`src/rtl/matrix_alu_seq.sv`:
```
// Sequential DIM x DIM signed matrix ALU: latches operands on start, writes one result element per step.
// Define MATRIX_MUL_EN to build the multiply (MAC) datapath; without it opcode 011 reports error.
module matrix_alu_seq #(
   parameter int DATA_W = 8,
   parameter int DIM    = 5
) (
   input  logic                      clk,
   input  logic                      rst,
   input  logic                      start,
   input  logic [2:0]                opcode,
   input  logic [DIM*DIM*DATA_W-1:0] A_flat,
   input  logic [DIM*DIM*DATA_W-1:0] B_flat,
   input  logic [DATA_W-1:0]         f,
   output logic [DIM*DIM*DATA_W-1:0] C_flat,
   output logic                      overflow_flag,
   output logic                      error,
   output logic                      busy,
   output logic                      done
);
   localparam int TOT = DIM*DIM*DATA_W;
   localparam int TW  = $clog2(TOT);
   localparam int CW  = $clog2(DIM);
   localparam int AW  = 2*DATA_W + CW;
   localparam logic signed [AW-1:0] MAX_V = AW'((64'sd1 <<< (DATA_W-1)) - 64'sd1);
   localparam logic signed [AW-1:0] MIN_V = ~MAX_V;

   localparam logic [2:0] OP_ADD = 3'b001;
   localparam logic [2:0] OP_SUB = 3'b010;
   localparam logic [2:0] OP_OPP = 3'b100;
   localparam logic [2:0] OP_TRN = 3'b101;
   localparam logic [2:0] OP_SCL = 3'b110;
`ifdef MATRIX_MUL_EN
   localparam logic [2:0] OP_MUL = 3'b011;
`endif

   typedef enum logic [1:0] {IDLE, RUN, DONE} state_t;
   state_t state, state_nx;

   logic [TOT-1:0]    a_q, b_q, c_q;
   logic [DATA_W-1:0] f_q;
   logic [2:0]        op_q;
   logic              ovf_q, err_q, done_q;
   logic [CW-1:0]     row, col;
`ifdef MATRIX_MUL_EN
   logic [CW-1:0]     k;
   logic [AW-1:0]     acc;
`endif

   logic                     op_valid, elem_wr, last_el, ovf_el;
   int                       idx_c, idx_t, idx_a, idx_b;
   logic [TW-1:0]            pos_c, pos_t, pos_a, pos_b;
   logic signed [DATA_W-1:0] a_e, b_e, t_e, f_e;
   logic signed [AW-1:0]     a_x, b_x, t_x, f_x, full;

   always_comb begin
      op_valid = 1'b0;
      case (opcode)
         OP_ADD, OP_SUB, OP_OPP, OP_TRN, OP_SCL: op_valid = 1'b1;
`ifdef MATRIX_MUL_EN
         OP_MUL: op_valid = 1'b1;
`endif
         default: op_valid = 1'b0;
      endcase
   end

   // Operand element selection; multiply walks A along the row and B down the column with k.
   always_comb begin
      idx_c = int'(row) * DIM + int'(col);
      idx_t = int'(col) * DIM + int'(row);
`ifdef MATRIX_MUL_EN
      idx_a = (op_q == OP_MUL) ? int'(row) * DIM + int'(k) : idx_c;
      idx_b = (op_q == OP_MUL) ? int'(k) * DIM + int'(col) : idx_c;
`else
      idx_a = idx_c;
      idx_b = idx_c;
`endif
      pos_c = TW'(idx_c * DATA_W);
      pos_t = TW'(idx_t * DATA_W);
      pos_a = TW'(idx_a * DATA_W);
      pos_b = TW'(idx_b * DATA_W);
      a_e = a_q[pos_a +: DATA_W];
      b_e = b_q[pos_b +: DATA_W];
      t_e = a_q[pos_t +: DATA_W];
      f_e = f_q;
      a_x = AW'(a_e);
      b_x = AW'(b_e);
      t_x = AW'(t_e);
      f_x = AW'(f_e);
   end

   // Full-precision element value; only the low DATA_W bits are stored.
   always_comb begin
      full = '0;
      case (op_q)
         OP_ADD: full = a_x + b_x;
         OP_SUB: full = a_x - b_x;
         OP_OPP: full = -a_x;
         OP_TRN: full = t_x;
         OP_SCL: full = a_x * f_x;
`ifdef MATRIX_MUL_EN
         OP_MUL: full = ((k == '0) ? '0 : acc) + a_x * b_x;
`endif
         default: full = '0;
      endcase
      ovf_el  = (full > MAX_V) || (full < MIN_V);
      last_el = (row == CW'(DIM-1)) && (col == CW'(DIM-1));
`ifdef MATRIX_MUL_EN
      elem_wr = (state == RUN) && ((op_q != OP_MUL) || (k == CW'(DIM-1)));
`else
      elem_wr = (state == RUN);
`endif
   end

   always_ff @(posedge clk) begin
      if (rst) state <= IDLE;
      else     state <= state_nx;
   end

   always_comb begin
      state_nx = state;
      busy     = 1'b0;
      case (state)
         IDLE: if (start) state_nx = op_valid ? RUN : DONE;
         RUN: begin
            busy = 1'b1;
            if (elem_wr && last_el) state_nx = DONE;
         end
         DONE: begin
            busy = 1'b1;
            if (done_q) state_nx = IDLE;
         end
         default: state_nx = IDLE;
      endcase
   end

   always_ff @(posedge clk) begin
      if (rst) begin
         a_q    <= '0;
         b_q    <= '0;
         c_q    <= '0;
         f_q    <= '0;
         op_q   <= '0;
         ovf_q  <= 1'b0;
         err_q  <= 1'b0;
         done_q <= 1'b0;
         row    <= '0;
         col    <= '0;
`ifdef MATRIX_MUL_EN
         k      <= '0;
         acc    <= '0;
`endif
      end else begin
         done_q <= 1'b0;
         case (state)
            IDLE: if (start) begin
               a_q   <= A_flat;
               b_q   <= B_flat;
               f_q   <= f;
               op_q  <= opcode;
               c_q   <= '0;
               ovf_q <= 1'b0;
               err_q <= ~op_valid;
               row   <= '0;
               col   <= '0;
`ifdef MATRIX_MUL_EN
               k     <= '0;
`endif
            end
            RUN: begin
`ifdef MATRIX_MUL_EN
               if (op_q == OP_MUL) begin
                  acc <= full;
                  k   <= (k == CW'(DIM-1)) ? '0 : k + 1'b1;
               end
`endif
               if (elem_wr) begin
                  c_q[pos_c +: DATA_W] <= full[DATA_W-1:0];
                  if (ovf_el) ovf_q <= 1'b1;
                  if (col == CW'(DIM-1)) begin
                     col <= '0;
                     row <= row + 1'b1;
                  end else begin
                     col <= col + 1'b1;
                  end
               end
            end
            // DONE lasts two cycles so the pulse lands one cycle after the last write.
            DONE: done_q <= ~done_q;
            default: ;
         endcase
      end
   end

   assign C_flat        = c_q;
   assign overflow_flag = ovf_q;
   assign error         = err_q;
   assign done          = done_q;

endmodule
```
`config.mk`:
```
export PLATFORM = sky130hd
export DESIGN_NAME = matrix_alu_seq
export DESIGN_NICKNAME = d
export VERILOG_FILES = /design/src/rtl/matrix_alu_seq.sv
export SDC_FILE = /design/constraint.sdc
export NUM_CORES = 2
export LEC_CHECK = 0
export CAP_MARGIN = 15
export CORE_MARGIN = 1
export CORE_UTILIZATION = 52
export DETAILED_ROUTE_END_ITERATION = 12
export GPL_TIMING_DRIVEN = 0
export PLACE_DENSITY_LB_ADDON = 0.05
export RECOVER_POWER = 25
export SLEW_MARGIN = 5
export SYNTH_ARGS = -nofsm -noshare
export SYNTH_HDL_FRONTEND = slang
export SYNTH_SLANG_ARGS = --single-unit
```
`constraint.sdc`:
```
create_clock -name clk -period 11.4 [get_ports clk]
set_input_delay 2.28 -clock clk [delete_from_list [all_inputs] [get_ports clk]]
set_output_delay 2.28 -clock clk [all_outputs]
set_load 0.005 [all_outputs]
```
======== Word-level counts from Yosys, hierarchy flattened ========
Cells that the tools add are included.
Widths: inputs -> output; s select.
cells by class
  magnitude comparators ................... 2
  equal/unequal tests ..................... 19
  bitwise operators ....................... 3
  reduce and logical (&&, ||, !) cells .... 13
  muxes and demuxes ....................... 19
  div/mod/pow operators ................... 0
  shifts and indexed selects .............. 5
  $mul .................................... 3
  $add $sub $neg .......................... 8
operators with widths
  operator                  count
  $shiftx 200x9->8          3
  $pmux 200 s2              1
  $bwmux 200                1
  $mux 200                  1
  $shift 8x10->200 const A  1
  $shiftx 8x10->200         1
  $pmux 19 s5               1
  $eq 3x3->1 const B        8
  $gt 19x8->1 const B       1
  $lt 19x8->1 const B       1
  $neg 8->19                1
  $mul 8x8->16              1
  $pmux 3 s2                2
  $add 5x3->5               2
  $mul 3x3->5 const B       2
  $neg 8->10                1
  $add 8x8->9               1
  $mux 3                    3
  $reduce_and 3->1          3
  $sub 8x8->9               1
  $mux 2                    4
  $add 3x1->3 const B       2
  $eq 3x1->1 const B        2
  $eq 3x2->1 const B        2
  other kinds (15)          26
storage, ports and cells
  bits in read-only memories .............. 0
  register bits after elaboration ......... 622
  memories ................................ 0
  logic and storage cells ................. 83
  input port bits ......................... 414
  output and inout port bits .............. 204
  latch bits .............................. 0
  bits in writable memories ............... 0

======== Logic depth before layout (Yosys ltp) ========
  depth after elaboration ................. 9
  mapped depth ............................ 32
  mapped depth without buffers ............ 29

======== Worst setup path after synthesis ========
No wires, ideal clock.
  path type ............................... reg-to-reg
  start ................................... register row[2]
  end ..................................... register ovf_q (netlist: overflow_flag)
  clock period less this slack ............ 7.961 ns
  arrival time ............................ 7.844 ns
  setup time .............................. 0.117 ns
  stages on the path, launching flop included .. 30
  data required time ...................... 11.283 ns
  slack ................................... 3.439 ns
  buffers on the path ..................... 3
  cells stage by stage .................... dfxtp_1 -> ha_1 -> ha_1 -> xor2_1 -> ha_1 -> a21oi_4 -> xor2_4 -> buf_2 -> buf_4 -> buf_2 -> mux4_2 -> nor2_1 -> nor2_1 -> nor2_1 -> fa_1 -> fa_1 -> fa_1 -> inv_1 -> fa_1 -> inv_1 -> ha_1 -> a2111oi_0 -> o21ai_0 -> a41oi_1 -> nor3_1 -> nor3b_1 -> o21ai_0 -> o311ai_1 -> o211ai_1 -> a32o_1
on the way
  word-level cells in the longest chain between the ends .. 9
  elaborated cells between the ends (all ways) .. 16
  those cells by class .................... add/sub: 5; mul: 2; order compare: 2; eq/ne: 1; shift: 3; mux: 1; reduce/logical: 2
RTL lines
  what                                               line    text
  start, declared                                    43      logic [CW-1:0] row, col;
  start signal, assigned                             181     row <= row + 1'b1;
  $mul 3x3->5                                        68      idx_c = int'(row) * DIM + int'(col);
  $add 5x3->5                                        68
  $shiftx 200x9->8 (on tied branches)                81, 82
  $mul 8x8->16 (tied with other cells)               99      OP_SCL: full = a_x * f_x;
  $pmux 19 s5 (*)                                    94      case (op_q)
  $gt 19x8->1 / $lt 19x8->1 (equally long branches)  105     ovf_el = (full > MAX_V) || (full < MIN_V);
  $logic_or 1x1->1 (*)                               105
  $ne 2x1->1 (no source line) (*)                    n/a
  $reduce_and 3->1 (no source line) (*)              n/a
  end signal, assigned                               143     ovf_q <= 1'b0;
  end signal, assigned                               161     ovf_q <= 1'b0;
  end signal, assigned                               178     if (ovf_el) ovf_q <= 1'b1;
  end, declared                                      42      logic ovf_q, err_q, done_q;
Every way passes the cells marked *; elsewhere a longest branch is shown, timed or not.
A chain may end at the register's enable or synchronous reset.

======== Worst setup path in the final report ========
Ends and elaborated chain as after synthesis.

==> impl_metrics.toml <==
[status]
status = "completed"

[synthesis]
ys.flop_type = "dfxtp_1"
syn_area_per_cell_um2 = 8.628
async_reset_ff_share_pct = 0
synth_edf_count = 0
syn_inst = 3460
synth_cell_types = 78
seq_area_frac_synth_pct = 41.71
synth_seq_cells = 622
syn_nets = 4001
synth.cell_area_mm2 = 0.02985
yosysWarnings = 0

[placement]
place_congestion = 0.9726
place_hpwl_mm = 83.60
dp.cells = 4833
portBuffers = 616
placed_cell_area_mm2 = 0.03700

[global_routing]
grtUsageMet1_pct = 47.94
track_usage_pct = 36.65
grt_pass1_vias = 27730
use_met2_pct = 59.41
grt_max_degree = 15
globalRoute.busiestLayer = "met2"
antenna_found_initial = 15
grt_pass1_wl_mm = 164.0
grtUsageMet3_pct = 5.771
overflow = 0

[pwr]
clockPowerShare_pct = 30.3
total_power_w = 0.007254
p_leak_nw = 15.31
power_density_mw_per_mm2 = 184.8
ir_worst_vdd_mv = 0.1149
p_int_w = 0.004584
switching_power_w = 0.002670
swShare_pct = 36.81
p_comb_share_pct = 34.2
seq_power_share_pct = 35.5

[die]
ios = 618
dieArea_mm2 = 0.05837
row_count = 87
fp.coreArea_mm2 = 0.05660
initial_core_util_pct = 52.74
die_x_um = 241.6
die_y_um = 241.6

[cts]
clock_sinks = 622
cts_buffers = 66
htreeDepth = 3
cts-hold-fix-buffers = 0
clockRootBuffer = "clkbuf_16"
cts.repair.resized = 0
post_cts_buffers = 0
cts_tree = "built"
max-clock-path-buffers = 3
clkTransAtPathRegs_ns = 0.06
clk_latency_ns = 0.62

[finish]
stdcell_count = 4964
final_cell_mix = "914 x nand2_1, 622 x dfxtp_1, 494 x a21oi_1"
nFillCells = 4774
final_common_cell = "nand2_1"
final_nets = 4687
multiInputGateArea_mm2 = 0.01584
drive_gt1_share_pct = 7.151
area_growth_pct = 31.49
finish.utilization_pct = 69.35
design_area_mm2 = 0.03925
seqCellArea_mm2 = 0.01245

[timing]
fmax_ghz = 0.09969
hold_violations = 0
min_period_ns = 10.03
maxSlewViolCount = 0
finClkSkew_ns = 0.02163
finalCritPeriodShare_pct = 87.99
setup_viol = 0
tightest_slew_ns = 1.287
rsz0062_at_grt = "no"
tns_ns = 0
slew_headroom_pct = 14.01

[setup_path]
crit_slowest_cell = "nor2_1"
worstSetupStartpointType = "flip-flop"
crit_arrival_ns = 10.54
worst-setup-path-type = "flip-flop to flip-flop"
worstPathMaxFanout = 13
cp-end-kind = "flip-flop"
required_ns = 11.91
cpPeakStageDelay_ns = 0.84

[routing]
vias_per_cell = 5.799
postRouteAntennaNets = 0
drc_errors = 0
avgRoutedWirePerCell_um = 21.91
vias = 28780
routed_wirelength_mm = 108.8
firstDrtPassIters = 6
drt-initial-drc-count = 2682

[hold_path]
holdCritPathClass = "flip-flop to flip-flop"

[flow_run]
drv_cap = 0
layout make-up:
type	count	area share, %
Antenna cell	13	0.08287
Buffer	257	2.913
Clock buffer	92	4.711
Clock inverter	25	0.9084
Inverter	113	1.081
Multi-Input combinational cell	2468	40.36
Sequential cell	622	31.72
Tap cell	756	2.410
Timing Repair Buffer	618	15.82
metrics by stage:
| step | setup WS, ns | hold slack, ns |
|---|---|---|
| floorplan | 3.439 | 0.4315 |
| global placement | 1.459 | 0.4382 |
| detailed placement | 1.478 | 0.4436 |
| CTS | 1.428 | 0.4499 |
| global route | 0.7528 | 0.4659 |
| finish | 1.369 | 0.4479 |
layer usage:
layer	part of all wire, %	routed length (µm)
met1	40	43010
met4	4.9	5336
met2	47	51170
met5	0.011	12
met3	8.5	9241
sequential cells by signal (all words and copies together) (netlist names), 2 cells and up:
signal  count
f_e         8
op_q        3
C_flat    200
col         3
state       2
b_q       200
row         3
a_q       200
critical path, delay by kind of cell (launching register included):
family / cells / cell delay, ns
and+or+nand+nor: 5 / 1.42
AOI/OAI and AO/OA: 7 / 1.83
muxes: 1 / 0.40
xor gates and xnor gates: 1 / 0.18
buffers and inverters: 7 / 2.24
DFF: 1 / 0.48
adders and majority gates: 8 / 3.37
power by group through the flow:
stage	registers, W	clock network, W	logic, W
final	0.00257	0.00220	0.00248
after global routing	0.00260	0.00230	0.00268
after CTS	0.00257	0.00221	0.00244
after detailed placement	0.00261	0	0.00242
after global placement	0.00260	0	0.00239
after floorplan	0.00256	0	0.00159
path summary, 6_finish.rpt:
| path | end | start | slack, ns | depth (start not counted) |
|---|---|---|---|---|
| setup / recovery | overflow_flag | row[2] | 1.37 | 29 |
| hold / removal | C_flat[118] | C_flat[118] | 0.45 | 2 |
| setup reg to reg | overflow_flag | row[2] | 1.37 | 29 |
| hold reg to reg | C_flat[118] | C_flat[118] | 0.45 | 2 |
cells in the mapped netlist (4+ instances only):
cell	number	share of area (%)
nand2_1	914	11
dfxtp_1	622	42
a21oi_1	494	8.3
nor2_1	259	3.3
clkbuf_1	194	2.4
a22oi_1	159	4.0
inv_1	110	1.4
mux4_2	107	8.1
ha_1	70	2.9
fa_1	57	3.8
and2_1	45	0.94
o21ai_0	33	0.55
buf_2	28	0.47
and3_1	26	0.54
nand3_1	22	0.37
xnor2_1	21	0.62
a22oi_2	20	0.84
nor3_1	19	0.32
o21ai_1	19	0.32
xor2_1	16	0.47
mux4_1	15	1.3
buf_1	14	0.18
mux2i_1	13	0.44
nor2b_1	13	0.27
mux2_2	11	0.41
nand2b_1	11	0.23
a221oi_1	9	0.26
a211oi_1	8	0.20
buf_6	8	0.30
o221ai_1	8	0.23
dlygate4sd1_1	6	0.18
o2111ai_1	6	0.18
or3_1	6	0.13
a2111oi_0	5	0.15
nor3b_1	5	0.13
o211ai_1	5	0.13
o21bai_1	5	0.13
o22ai_1	5	0.10
a31oi_1	4	0.084
buf_4	4	0.10
o31ai_1	4	0.10
cells by family (layout without fill, tap and decap cells):
family | Yosys count | in the layout | share of synthesized area, %
xor gates and xnor gates | 39 | 39 | 1.232
adders and majority gates | 127 | 127 | 6.756
AOI/OAI and AO/OA | 819 | 819 | 16.65
other | 0 | 13 | 0
muxes | 147 | 147 | 10.29
buffers and inverters | 370 | 1105 | 5.251
DFF | 622 | 622 | 41.71
and+or+nand+nor | 1336 | 1336 | 18.11
No activity file was read; power rests on OpenSTA's default activity.
